File: src/rtl/fetch_stage.sv
// fetch_stage: instruction fetch stage.
// Owns the PC, drives a synchronous instruction memory (read data returns one
// cycle after imem_addr), and presents instr_d/pc_d/pcplus4_d/valid_d to decode.
// Decode stalls use a one-entry hold buffer; execute redirects cost one bubble.
// Optional feature macro: FETCH_PERF_EN adds the fetch_cnt/bubble_cnt counters.
module fetch_stage #(
  parameter logic [31:0] RESET_PC = 32'h0000_0000
) (
  input  logic        clk,
  input  logic        rst_n,
  output logic [31:0] imem_addr,
  input  logic [31:0] imem_rdata,
  input  logic        stall_d,
  input  logic        pc_src_e,
  input  logic [31:0] pc_target_e,
  output logic [31:0] instr_d,
  output logic [31:0] pc_d,
  output logic [31:0] pcplus4_d,
  output logic        valid_d
`ifdef FETCH_PERF_EN
  ,
  output logic [31:0] fetch_cnt,
  output logic [31:0] bubble_cnt
`endif
);

  localparam logic [31:0] NOP = 32'h0000_0013;

  typedef enum logic [1:0] {FILL, RUN, HOLD, FLUSH} state_t;

  state_t      state;
  logic [31:0] pc_f;
  logic [31:0] pc_if;       // address issued last cycle, i.e. the PC of imem_rdata
  logic [31:0] hold_instr;
  logic [31:0] hold_pc;

  assign imem_addr = pc_f;

  // PC sequencing, FSM and hold-buffer capture; valid_d is registered with the state
  always_ff @(posedge clk or negedge rst_n) begin
    if (!rst_n) begin
      state      <= FILL;
      valid_d    <= 1'b0;
      pc_f       <= RESET_PC;
      pc_if      <= RESET_PC;
      hold_instr <= NOP;
      hold_pc    <= '0;
    end else begin
      // imem is read every cycle, so the PC of next cycle's read data is
      // always this cycle's pc_f, whether or not pc_f moves.
      pc_if <= pc_f;
      if (pc_src_e) begin
        pc_f    <= {pc_target_e[31:2], 2'b00};
        state   <= FLUSH;
        valid_d <= 1'b0;
      end else if (stall_d && valid_d) begin
        if (state == RUN) begin
          hold_instr <= imem_rdata;
          hold_pc    <= pc_if;
        end
        state   <= HOLD;
        valid_d <= 1'b1;
      end else begin
        pc_f    <= pc_f + 32'd4;
        state   <= RUN;
        valid_d <= 1'b1;
      end
    end
  end

  // Decode-side mux: live memory word in RUN, hold buffer in HOLD, NOP bubble otherwise
  always_comb begin
    instr_d = NOP;
    pc_d    = '0;
    case (state)
      RUN: begin
        instr_d = imem_rdata;
        pc_d    = pc_if;
      end
      HOLD: begin
        instr_d = hold_instr;
        pc_d    = hold_pc;
      end
      default: ;
    endcase
  end

  assign pcplus4_d = pc_d + 32'd4;

`ifdef FETCH_PERF_EN
  // Performance counters: delivered instructions and bubble cycles
  always_ff @(posedge clk or negedge rst_n) begin
    if (!rst_n) begin
      fetch_cnt  <= '0;
      bubble_cnt <= '0;
    end else begin
      if (valid_d && !stall_d) fetch_cnt <= fetch_cnt + 32'd1;
      if (!valid_d) bubble_cnt <= bubble_cnt + 32'd1;
    end
  end
`endif

endmodule

File: config.mk
export PLATFORM = sky130hd
export DESIGN_NAME = fetch_stage
export DESIGN_NICKNAME = d
export VERILOG_FILES = /design/src/rtl/fetch_stage.sv
export SDC_FILE = /design/constraint.sdc
export NUM_CORES = 1
export LEC_CHECK = 0
export BUFFER_PORTS_ARGS = -buffer_cell sky130_fd_sc_hd__buf_2
export CAP_MARGIN = 20
export CORE_UTILIZATION = 47
export CTS_CLUSTER_SIZE = 24
export DETAILED_ROUTE_END_ITERATION = 16
export PLACE_DENSITY_LB_ADDON = 0.1
export SLEW_MARGIN = 10
export SYNTH_ARGS = -nofsm -noshare
export SYNTH_HDL_FRONTEND = slang
export SYNTH_SLANG_ARGS = --single-unit
File: constraint.sdc
create_clock -name clk -period 3.64 [get_ports clk]
set_clock_uncertainty 0.2 [all_clocks]
set_input_delay 0.728 -clock clk [delete_from_list [all_inputs] [get_ports clk]]
set_output_delay 0.728 -clock clk [all_outputs]
set_load 0.005 [all_outputs]
==> metrics.yaml <==
sta:
  setup_ws_ns: 0.0318
  rsz0062_at_grt: "yes"
  timing.fmax_mhz: 277
  worstMarginPinSlew_ns: 0.816
  post-route-min-period_ns: 3.61
  maxSlewHeadroom_pct: 45.6
  final.period_utilization_pct: 99.1
  finalHoldViolCount: 0
  setup_viol: 0
  slew_violations: 0
detailed_routing:
  drtAntennaViolNets: 0
  routed-via-count: 5812
  routed_wl_um: 18200
  wl_per_cell_um: 17.6
  dr.first_iter.drc_count: 312
  drc_errors: 0
  first_pass_iters: 5
  via_per_inst: 5.59
placed_design:
  dp_cells: 976
  place_hpwl_um: 12100
  dpl-instance-area_um2: 7690
  numPortBuffers: 188
  place_ws_ns: 0.0637
  gp_congestion: 0.840
clock_tree:
  htreeDepth: 4
  cts-root-buf: "clkbuf_16"
  clk_path_buf_depth: 2
  clk_latency_ns: 0.42
  cts_tree: "built"
  cts_made_buffers: 17
  clock_sinks: 125
  clk_pin_slew_worst_paths_ns: 0.06
power:
  intPower_w: 0.00312
  seqPwrFrac_pct: 42.9
  combPwrFrac_pct: 16.5
  max-vdd-ir-drop_v: 0.000271
  pwr_density_cell_nw_per_um2: 480
  p_sw_w: 0.00119
  p_leak_nw: 4.32
  pwr-share-clk_pct: 40.6
  power_switching_share_pct: 27.5
finish:
  syn_to_final_growth_pct: 34.8
  fill_cells: 1114
  fin_nets: 918
  fin_util_pct: 64.9
  finalNonFillerCells: 1039
  antenna-diode-count: 0
  drive_gt1_share_pct: 44.6
  final_common_cell: "buf_2"
  design_area_um2: 8980
  layout_common_cells: "buf_2 (187), dfrtp_1 (122), nor2_1 (66)"
global_routing:
  track_usage_pct: 24.7
  grt_max_degree: 63
  antenna_found_initial: 0
  grt_pass1_vias: 5429
  gr-total-overflow: 0
  grt_pass1_wl_um: 28000
critical_path:
  critPathRequiredTime_ns: 2.71
  startpoint_type: "register"
  arrival_ns: 2.68
  timing.rr.end: "hold_pc[24]"
  max_stage_delay_ns: 0.37
  r2r-start: "state[0]"
  critPathKind: "reg -> out"
  rr_worst_depth: 7
  critPathTopFamily: "simple AND/OR/NAND/NOR gates"
  crit_path_end_kind: "output port"
  cp_max_fo: 14
  r2r_slack_ns: 0.98
  path_buf_inv: 2
  cp_common_cell: "ha_4"
  path_cells: "inv_1, ha_4, nor2_4, ha_4, nor3b_4, o211ai_4, nor4_4, xor2_1, buf_2"
  cp_slowest_cell: "dfrtp_1"
floorplanning:
  core.rowCount: 43
  core_area_um2: 13800
  die_w_um: 121
  die-area_um2: 14700
  die_height_um: 121
  start_util_pct: 48.2
  num_io_pins: 197
run_status:
  status: "finished clean"
flow_run:
  cap_violations: 0
yosys:
  ys_async_sr_fraction_pct: 100
  synth_warnings: 0
  ys_ff_latch: 125
  syn_area_um2: 6660
  synthDistinctLibCells: 49
  syn_avg_cell_area_um2: 10.4
  seq_area_frac_synth_pct: 47.0
  synth_ff_type: "dfrtp_1"
  synth_edf_count: 0
  synthCells: 639
worst_hold_path:
  hold_path.class: "in -> async"
## power groups by stage
| stage | Clock (W) | Sequential [W] | Combinational [W] |
|---|---|---|---|
| 2_1_floorplan | 0 | 0.00180 | 0.000431 |
| 3_3_place_gp | 0 | 0.00184 | 0.000617 |
| 3_5_place_dp | 0 | 0.00186 | 0.000638 |
| 4_1_cts | 0.00178 | 0.00184 | 0.000680 |
| 5_1_grt | 0.00184 | 0.00188 | 0.000783 |
| 6_report | 0.00175 | 0.00185 | 0.000711 |
## flip-flops by register name, summed over array words and instances (netlist names)
register / count
hold_instr: 32
hold_pc: 30
imem_addr: 30
pc_if: 30
state: 2
valid_d: 1
## worst max path at each step
stage                         from             to  slack [ns]  depth (start not counted)
after floorplan           state[0]  pcplus4_d[26]       0.006                         14
after global placement    state[1]  pcplus4_d[28]        0.11                          9
after detailed placement  state[1]  pcplus4_d[30]        0.06                          9
after CTS                 state[1]  pcplus4_d[26]       -0.01                         11
after global routing      state[1]  pcplus4_d[29]       -0.11                         10
final                     state[0]  pcplus4_d[24]        0.03                          9
## layer usage
layer / global-route usage [%] / vias up / wire (µm)
met3: 4.98 / 38 / 1160
met4: 8.87 / 0 / 485
met1: 33.4 / 2819 / 7980
met5: 0 / - / 0
met2: 39.3 / 247 / 8620
li1: - / 2708 / -
## through the flow
stage          hold WS [ns]  power [W]  TNS, ns
6_report             0.0702    0.00431        0
5_1_grt              0.0961    0.00451    -1.03
4_1_cts              0.0771    0.00430  -0.0239
3_5_place_dp          0.236    0.00250        0
3_3_place_gp          0.228    0.00246        0
2_1_floorplan         0.196    0.00224        0
## cell type report
cell class | count | area [µm²] | share of cell area (%)
clock buffers | 18 | 439 | 4.89
clock inverters | 14 | 181 | 2.02
inverters | 14 | 52.6 | 0.585
multi-input cells | 455 | 3490 | 38.8
flip-flops and latches | 125 | 3130 | 34.9
well taps | 180 | 225 | 2.51
repair buffers | 233 | 1460 | 16.3
## what timing repair did
item,in CTS,in global routing
pin swaps,8,16
buffers inserted,11,15
gates cloned,3,2
endpoints found under the setup margin,20,18
hold buffers,0,0
resized for setup,29,26
## synthesized netlist by cell type, types with 4 or more instances
cell type | number | area share (%)
nor4_1 | 14 | 1.3
o211ai_1 | 5 | 0.56
ha_1 | 4 | 0.75
a221o_1 | 4 | 0.60
clkbuf_1 | 19 | 1.1
o21ai_0 | 28 | 2.1
dfrtp_1 | 122 | 46
nand3_1 | 24 | 1.8
inv_1 | 13 | 0.73
buf_4 | 10 | 1.1
nor2_1 | 71 | 4.0
a22oi_1 | 61 | 6.9
buf_2 | 7 | 0.53
mux2_2 | 63 | 11
xor2_1 | 29 | 3.8
buf_1 | 8 | 0.45
nor3_1 | 22 | 1.7
nand2_1 | 49 | 2.8
nand4_1 | 8 | 0.75
and4_1 | 6 | 0.79
xnor2_1 | 26 | 3.4
## cells by family after synthesis
logic type / share of synthesized area, %
fa+ha+maj: 0.751
flops: 47.0
other cells: 0.0563
simple gates: 16.9
compound gates: 11.8
xor+xnor: 7.23
buf+inv: 5.43
mux: 10.8
Note: power is estimated with default switching activity, not from simulation.
